<file path="src/rtl/step_gen_pkg.sv">
// Shared types and constants for the step command generator: FSM state encoding,
// direction levels and constant width helpers.
package step_gen_pkg;

  typedef enum logic [2:0] {
    ST_IDLE     = 3'd0,
    ST_FIRST    = 3'd1,
    ST_HOLD     = 3'd2,
    ST_REPEAT   = 3'd3,
    ST_WAIT_REL = 3'd4
  } step_state_e;

  localparam logic DIR_UP   = 1'b1;
  localparam logic DIR_DOWN = 1'b0;

  // Bits needed to count 0..n-1; never narrower than one bit.
  function automatic int count_width(input int n);
    return (n < 2) ? 1 : $clog2(n);
  endfunction

  function automatic int max_int(input int a, input int b);
    return (a > b) ? a : b;
  endfunction

endpackage

</file>
<file path="src/rtl/btn_debounce.sv">
// Two-flop synchroniser followed by a debouncer: the output level only follows the
// synchronised button after DEB_CYCLES consecutive samples that disagree with it.
module btn_debounce
  import step_gen_pkg::*;
#(
  parameter int DEB_CYCLES = 4
) (
  input  logic clk,
  input  logic reset,
  input  logic btn,
  output logic level
);

  localparam int CNT_W = count_width(DEB_CYCLES);
  localparam logic [CNT_W-1:0] CNT_LAST = CNT_W'(DEB_CYCLES - 1);

  logic             sync_q1;
  logic             sync_q2;
  logic [CNT_W-1:0] cnt;

  // NOTE: sequential state uses non-blocking assignments so each flop samples pre-edge values.
  always_ff @(posedge clk) begin
    if (reset) begin
      sync_q1 <= 1'b0;
      sync_q2 <= 1'b0;
      cnt     <= '0;
      level   <= 1'b0;
    end else begin
      sync_q1 <= btn;
      sync_q2 <= sync_q1;
      // A sample that agrees with the current level is a bounce: start counting again.
      if (sync_q2 == level) begin
        cnt <= '0;
      end else if (cnt == CNT_LAST) begin
        level <= sync_q2;
        cnt   <= '0;
      end else begin
        cnt <= cnt + CNT_W'(1);
      end
    end
  end

endmodule

</file>
<file path="src/rtl/step_cmd_generator.sv">
// Turns two raw push-buttons into a one-cycle step_en pulse plus a direction level.
// Define STEP_AUTOREPEAT_EN to enable timed auto-repeat while a button is held.
module step_cmd_generator
  import step_gen_pkg::*;
#(
  parameter int DEB_CYCLES    = 4,
  parameter int HOLD_CYCLES   = 20,
  parameter int REPEAT_CYCLES = 8
) (
  input  logic stepClk,
  input  logic reset,
  input  logic btn_up,
  input  logic btn_down,
  output logic step_en,
  output logic up_down,
  output logic busy
);

  if (DEB_CYCLES < 1 || HOLD_CYCLES < 1 || REPEAT_CYCLES < 2) begin : g_param_check
    $error("step_cmd_generator: illegal DEB/HOLD/REPEAT parameter values");
  end

  step_state_e state;
  step_state_e state_next;
  logic        deb_up;
  logic        deb_down;
  logic        both_high;
  logic        one_high;
  logic        none_high;

  btn_debounce #(.DEB_CYCLES(DEB_CYCLES)) u_deb_up (
    .clk   (stepClk),
    .reset (reset),
    .btn   (btn_up),
    .level (deb_up)
  );

  btn_debounce #(.DEB_CYCLES(DEB_CYCLES)) u_deb_down (
    .clk   (stepClk),
    .reset (reset),
    .btn   (btn_down),
    .level (deb_down)
  );

  always_comb begin
    both_high = deb_up & deb_down;
    one_high  = deb_up ^ deb_down;
    none_high = ~(deb_up | deb_down);
  end

`ifdef STEP_AUTOREPEAT_EN
  localparam int TIMER_W = count_width(max_int(HOLD_CYCLES, REPEAT_CYCLES));
  localparam logic [TIMER_W-1:0] HOLD_LAST   = TIMER_W'(HOLD_CYCLES - 1);
  localparam logic [TIMER_W-1:0] REPEAT_LAST = TIMER_W'(REPEAT_CYCLES - 1);
  localparam logic [TIMER_W-1:0] TIMER_MAX   = '1;

  logic [TIMER_W-1:0] timer;
  logic               held;
  logic               step_ok;
  logic               timer_hit;

  always_comb begin
    held      = (up_down == DIR_UP) ? deb_up : deb_down;
    step_ok   = held & ~both_high;
    timer_hit = ((state == ST_HOLD)   && (timer == HOLD_LAST)) ||
                ((state == ST_REPEAT) && (timer == REPEAT_LAST));
  end

  // Timer runs only while a press is being held; it restarts on each pulse and saturates.
  always_ff @(posedge stepClk) begin
    if (reset) begin
      timer <= '0;
    end else if (((state != ST_HOLD) && (state != ST_REPEAT)) || timer_hit) begin
      timer <= '0;
    end else if (timer != TIMER_MAX) begin
      timer <= timer + TIMER_W'(1);
    end
  end
`endif

  always_ff @(posedge stepClk) begin
    if (reset) begin
      state   <= ST_IDLE;
      up_down <= DIR_DOWN;
    end else begin
      state <= state_next;
      if ((state == ST_IDLE) && (state_next == ST_FIRST)) begin
        up_down <= deb_up ? DIR_UP : DIR_DOWN;
      end
    end
  end

  always_comb begin
    // NOTE: default assignment first so every path drives state_next and no latch is inferred.
    state_next = state;
    unique case (state)
      ST_IDLE: begin
        if (both_high)     state_next = ST_WAIT_REL;
        else if (one_high) state_next = ST_FIRST;
      end
`ifdef STEP_AUTOREPEAT_EN
      ST_FIRST: state_next = ST_HOLD;
      ST_HOLD, ST_REPEAT: begin
        if (both_high)                           state_next = ST_WAIT_REL;
        else if (!held)                          state_next = ST_IDLE;
        else if ((state == ST_HOLD) && timer_hit) state_next = ST_REPEAT;
      end
`else
      ST_FIRST: state_next = ST_WAIT_REL;
`endif
      // Only a full release re-arms, so dropping one of two buttons never steps.
      ST_WAIT_REL: if (none_high) state_next = ST_IDLE;
      default:     state_next = ST_IDLE;
    endcase
  end

  always_comb begin
    busy = (state != ST_IDLE);
`ifdef STEP_AUTOREPEAT_EN
    step_en = (state == ST_FIRST) || (timer_hit && step_ok);
`else
    step_en = (state == ST_FIRST);
`endif
  end

endmodule

</file>
<file path="config.mk">
export PLATFORM = sky130hd
export DESIGN_NAME = step_cmd_generator
export DESIGN_NICKNAME = d
export VERILOG_FILES = /design/src/rtl/step_gen_pkg.sv /design/src/rtl/btn_debounce.sv /design/src/rtl/step_cmd_generator.sv
export SDC_FILE = /design/constraint.sdc
export NUM_CORES = 1
export LEC_CHECK = 0
export ABC_CLOCK_PERIOD_IN_PS = 2700
export CAP_MARGIN = 40
export CORE_AREA = 2 2 39 41
export DETAILED_ROUTE_END_ITERATION = 8
export DIE_AREA = 0 0 41 43
export PLACE_DENSITY = 0.62
export SLEW_MARGIN = 20
export SYNTH_ARGS = -nofsm -noshare
export SYNTH_HDL_FRONTEND = slang
export SYNTH_SLANG_ARGS = --single-unit
</file>
<file path="constraint.sdc">
create_clock -name stepClk -period 2.7 [get_ports stepClk]
set_clock_uncertainty 0.15 [all_clocks]
set_input_delay 0.54 -clock stepClk [delete_from_list [all_inputs] [get_ports stepClk]]
set_output_delay 0.54 -clock stepClk [all_outputs]
set_load 0.005 [all_outputs]
</file>
==> flow_metrics.py, run 1 <==
metrics = {
    "sta": {
        "clock.fmax_mhz": 478.1,
        "setup_slack_ps": 608.4,
        "rsz0062_at_grt": "no",
        "finalSetupTns_ps": 0,
        "fin_crit_sh_pct": 77.47,
        "slew_violations": 0,
        "setup_violations": 0,
        "hold_viol": 0,
        "fin_crit_ps": 2092,
    },
    "cells_and_area": {
        "area_delta_synth_final_pct": 21.53,
        "finalNetCount": 70,
        "final_core_util_pct": 45.93,
        "fillers": 144,
        "antenna_cells": 0,
        "layout-drive-gt1-share_pct": 6.557,
        "fin_area_um2": 635.6,
    },
    "setup_path": {
        "crit_path_max_fanout": 4,
        "cpMaxStageDelayCell": "clkdlybuf4s50_1",
        "crit_path_max_incr_delay_ps": 440,
        "cp-start-kind": "register",
        "rrSetupSlack_ps": 1390,
        "required_ps": 2010,
        "reg2regPathDepth": 5,
        "reg2reg_to": "state[2]",
        "criticalPathCategory": "register to primary output",
        "r2r_start": "u_deb_up.level",
        "worstPathArrival_ps": 1400,
        "crit_chain": "or3_1, clkdlybuf4s50_1",
        "endpoint_kind": "primary output",
    },
    "yosys": {
        "ys_ff_latch": 14,
        "synthCells": 52,
        "synth_top_area_share_pct": 53.59,
        "ys_warn_count": 0,
        "syn_area_um2": 523.0,
        "syn_avg_cell_area_um2": 10.06,
        "synth_common_cells": "dfxtp_1 (14), nor2_1 (9), ha_1 (4), inv_1 (4), nor2b_1 (4)",
        "async_reset_ff_share_pct": 0,
        "synthTopCellsByArea": "dfxtp_1 (54%), ha_1 (9.6%), nor2_1 (6.5%)",
        "yosys.area.top_type": "dfxtp_1",
        "syn-num-nets": 60,
        "synth_most_common_cell": "dfxtp_1",
        "ys_types": 16,
        "synth_edf_count": 0,
        "ys_seq_area_share_pct": 53.59,
        "synth_ff_type": "dfxtp_1",
    },
    "clock_network": {
        "cts_hold_buf": 0,
        "clk_path_buf_depth": 2,
        "cts_inserted_buffers": 3,
        "cts_setup_buffers": 0,
        "tritoncts": "built",
        "cts_sinks": 14,
        "cts_resized": 0,
        "htree_levels": 1,
        "clk_latency_ps": 270,
        "clkTransAtPathRegs_ps": 80,
        "cts-root-buf": "clkbuf_4",
    },
    "placed_design": {
        "place_ws_ps": 807.2,
        "gp_congestion": 0.6777,
        "dpl_cell_area_um2": 599.3,
        "port_buffers": 6,
        "place_hpwl_um": 496.8,
    },
    "floorplanning": {
        "initial_core_util_pct": 37.79,
        "die_h_um": 43,
        "num_io_pins": 7,
        "die-width_um": 41,
        "fp-row-count": 14,
        "die_area_um2": 1763,
        "core-area_um2": 1384,
    },
    "min_path": {
        "hold_depth": 1,
        "hold_class": "register to register",
        "min_from": "u_deb_down.cnt[0]",
        "holdPathEnd": "u_deb_down.cnt[0]",
    },
    "power_and_ir_drop": {
        "p_leak_uw": 0.0002582,
        "total_power_uw": 371.6,
        "power.density_nw_per_um2": 584.6,
        "ir_drop_mv": 0.2433,
    },
    "route": {
        "drt_pre_antenna_iters": 2,
        "drc": 0,
        "via_count": 336,
        "drt-total-wl_um": 661,
        "initialDrtViolationCount": 6,
        "wl_per_cell_um": 8.584,
        "viasPerCell": 4.364,
        "drtAntennaViolNets": 0,
    },
    "grt": {
        "grt_pass1_vias": 289,
        "antenna_found_initial": 0,
        "grt_pass1_wl_um": 1179,
        "grt_remaining_overflow": 0,
        "track_usage_pct": 10.43,
        "grt_max_degree": 13,
    },
    "status": {
        "status": "finished clean",
    },
    "job": {
        "cap_violations": 0,
    },
}
-- layer usage --
| metal | track usage [%] | share of wire, % |
|---|---|---|
| met5 | 0 | 0 |
| met4 | 8.000 | 1.5 |
| met3 | 4.712 | 4.1 |
| met2 | 12.50 | 40 |
| met1 | 13.86 | 54 |
-- cell families after synthesis --
family	Yosys count	synth area share, %
simple gates	22	21.77
mux	3	5.742
xor+xnor	2	3.350
compound gates	1	1.675
flops	14	53.59
other cells	1	0.7170
buf+inv	5	3.587
fa+ha+maj	4	9.570
-- stage by stage --
stage | hold WS (ps) | std cells
2_1_floorplan | 247.4 | 52
3_3_place_gp | 258.6 | 73
3_5_place_dp | 265.5 | 73
4_1_cts | 277.6 | 77
5_1_grt | 287.1 | 77
6_report | 274.9 | 77
-- flip-flops by register name, indices dropped and copies added (netlist names) --
name / count
state: 3
u_deb_down.cnt: 2
u_deb_up.cnt: 2
u_deb_down.level: 1
u_deb_down.sync_q1: 1
u_deb_down.sync_q2: 1
u_deb_up.level: 1
u_deb_up.sync_q1: 1
u_deb_up.sync_q2: 1
up_down: 1
-- cells in the final DEF (no fill, tap or decap) --
master            n
ha_1              4
and2_1            1
clkdlybuf4s50_1   6
conb_1            1
nor2b_1           4
or3_1             3
nor3_1            1
clkbuf_8          1
nor2_1            9
o22a_1            1
nand3_1           1
dfxtp_1          14
inv_1             4
xnor2_1           2
or2b_1            1
nand2b_1          2
clkbuf_4          3
mux2i_1           3
-- cell type report --
| type | count | area (µm²) | area share [%] |
|---|---|---|---|
| Clock buffer | 4 | 36.28 | 5.709 |
| Inverter | 4 | 15.01 | 2.362 |
| Multi-Input combinational cell | 33 | 224.0 | 35.24 |
| Sequential cell | 14 | 280.3 | 44.09 |
| Tap cell | 16 | 20.02 | 3.150 |
| Timing Repair Buffer | 6 | 60.06 | 9.449 |
-- how the worst max path moves through the flow --
stage,end,from,slack [ps]
after detailed placement,u_deb_down.cnt[0],reset,810
final,busy,state[0],610
after CTS,busy,state[0],590
after global placement,u_deb_up.cnt[1],reset,810
after floorplan,busy,state[0],1340
after global routing,step_en,state[2],510
-- where the power goes --
part,internal [µW],switching [µW],total (µW)
logic,8.71,5.12,13.8
clock network,81.8,63.1,145
registers,211,2.01,213
total,301,70.2,372
-- worst max-delay path, delay by kind of cell (launching register included) --
kind                   cells  cell delay (ps)
buffers and inverters      1              440
and+or+nand+nor            1              360
DFF                        1              330
(Power assumes the default switching activity.)
==> run 2: changes to the inputs <==
Settings changed: ABC_CLOCK_PERIOD_IN_PS 2700 to 1800, PLACE_DENSITY 0.62 to 0.65.
Clock period 2.7 ns to 1.8 ns, I/O delays scaled along.
==> run 2 against run 1 <==
Against the previous run:
- sequential power increased by 50%
- non-clock buffer count increased by 2
- die area unchanged
- largest cell class unchanged
==> flow_metrics.py, run 2 (same netlist as run 1, synthesis figures left out) <==
metrics = {
    "status": {
        "status": "finished clean",
    },
    "grt": {
        "grt_pass1_wl_um": 1193,
        "grt_max_degree": 9,
        "grt_remaining_overflow": 0,
        "grt_pass1_vias": 290,
        "track_usage_pct": 11.35,
        "antenna_found_initial": 0,
    },
    "setup_path": {
        "required_ps": 1290,
        "reg2regPathDepth": 5,
        "r2r_start": "u_deb_up.level",
        "endpoint_kind": "primary output",
        "criticalPathCategory": "register to primary output",
        "rrSetupSlack_ps": 500,
        "crit_path_max_fanout": 4,
        "worstPathArrival_ps": 1220,
        "cp-start-kind": "register",
        "reg2reg_to": "state[2]",
    },
    "cells_and_area": {
        "most-common-layout-cells": "dfxtp_1 (13), nor2_1 (8)",
        "finalNetCount": 72,
        "antenna_cells": 0,
        "layout-drive-gt1-share_pct": 12.70,
        "final_common_cell": "dfxtp_1",
        "fin_area_um2": 651.9,
        "top_register": "state",
        "fillers": 142,
        "final_core_util_pct": 47.11,
        "area_delta_synth_final_pct": 24.64,
        "top_regs": "state: 3 flops, u_deb_down.cnt: 2 flops, u_deb_up.cnt: 2 flops",
        "largest_reg_flops": 3,
    },
    "route": {
        "drc": 0,
        "drt-total-wl_um": 663,
        "drtAntennaViolNets": 0,
        "via_count": 336,
        "viasPerCell": 4.253,
        "wl_per_cell_um": 8.392,
        "drt_pre_antenna_iters": 2,
        "initialDrtViolationCount": 2,
    },
    "power_and_ir_drop": {
        "p_int_uw": 454.7,
        "comb_power_share_pct": 4.2,
        "swShare_pct": 19.37,
        "p_leak_uw": 0.0002735,
        "power.density_nw_per_um2": 865.0,
        "p_switching_uw": 109.2,
        "p_clk_share_pct": 39.2,
        "ir_drop_mv": 0.3794,
        "seqPwrFrac_pct": 56.7,
    },
    "min_path": {
        "holdPathEnd": "u_deb_down.cnt[0]",
        "hold_class": "register to register",
        "hold_depth": 1,
        "min_from": "u_deb_down.cnt[0]",
    },
    "clock_network": {
        "cts_hold_buf": 0,
        "tritoncts": "built",
        "cts_sinks": 14,
        "clkTransAtPathRegs_ps": 80,
        "cts_inserted_buffers": 3,
        "clk_latency_ps": 270,
        "cts-root-buf": "clkbuf_4",
        "htree_levels": 1,
        "clk_path_buf_depth": 2,
    },
    "job": {
        "cap_violations": 0,
    },
    "sta": {
        "fin_crit_ps": 1729,
        "fin_crit_sh_pct": 96.07,
        "setup_violations": 0,
        "clock.fmax_mhz": 578.3,
        "finalSetupTns_ps": 0,
        "hold_viol": 0,
        "rsz0062_at_grt": "no",
        "setup_slack_ps": 70.80,
        "slew_violations": 0,
    },
    "floorplanning": {
        "fp-row-count": 14,
        "die_h_um": 43,
        "initial_core_util_pct": 37.79,
        "die-width_um": 41,
        "die_area_um2": 1763,
        "core-area_um2": 1384,
        "num_io_pins": 7,
    },
    "placed_design": {
        "port_buffers": 6,
        "gp_congestion": 0.7305,
        "dpl_cell_area_um2": 606.8,
        "place_ws_ps": 181.8,
        "place_hpwl_um": 504.6,
    },
}
run 2: changes by cell type in the layout (fill, tap and decap cells not counted):
cell and change:
buf_4 +2, dfxtp_2 +1, dfxtp_1 -1, nor2_2 +1, dlygate4sd2_1 +2, nor2_1 -1, clkdlybuf4s50_1 -2
run 2: power groups by stage:
stage / Sequential [µW] / Clock (µW) / Combinational [µW]
final: 319 / 221 / 23.6
after global routing: 320 / 249 / 26.7
after floorplan: 326 / 0 / 10.9
after global placement: 326 / 0 / 22.7
after detailed placement: 326 / 0 / 23.1
after CTS: 320 / 235 / 24.2
run 2: metrics by stage:
step,hold WS (ps),cells,power [µW]
after floorplan,247.4,52,336.8
after global placement,259.3,74,349.0
after detailed placement,259.0,74,349.6
after CTS,277.6,79,578.5
after global routing,286.1,79,596.0
final,270.5,79,563.9
run 2: final cells by class:
type	instances	area (µm²)	area share [%]
clock buffer	4	36.28	5.566
sequential	14	281.5	43.19
inverter	4	15.01	2.303
tap	16	20.02	3.071
timing repair buffer	8	72.57	11.13
multi-input combinational	33	226.5	34.74
run 2: routing by layer:
metal	GRT usage, %	up-vias	part of all wire [%]
li1	-	186	-
met1	14.24	143	50
met2	12.19	5	43
met3	4.712	2	4.2
met4	14.00	0	2.9
met5	0	-	0
run 2: worst max-delay path by stage:
stage,from,to,slack [ps],depth (start not counted)
finish,state[0],busy,70,2
global route,state[0],busy,10,2
CTS,state[0],busy,50,2
detailed placement,state[0],busy,180,2
global placement,state[0],busy,190,2
floorplan,u_deb_up.level,state[2],590,5
run 2: worst max-delay path: stages, from the launching register on:
cell	delay, ps
dfxtp_1	330
or3_1	350
dlygate4sd2_1	260
run 2: what timing repair did:
action	4_1_cts	5_1_grt
resized for setup	4	0
setup endpoints to repair	2	0
setup buffers	1	0
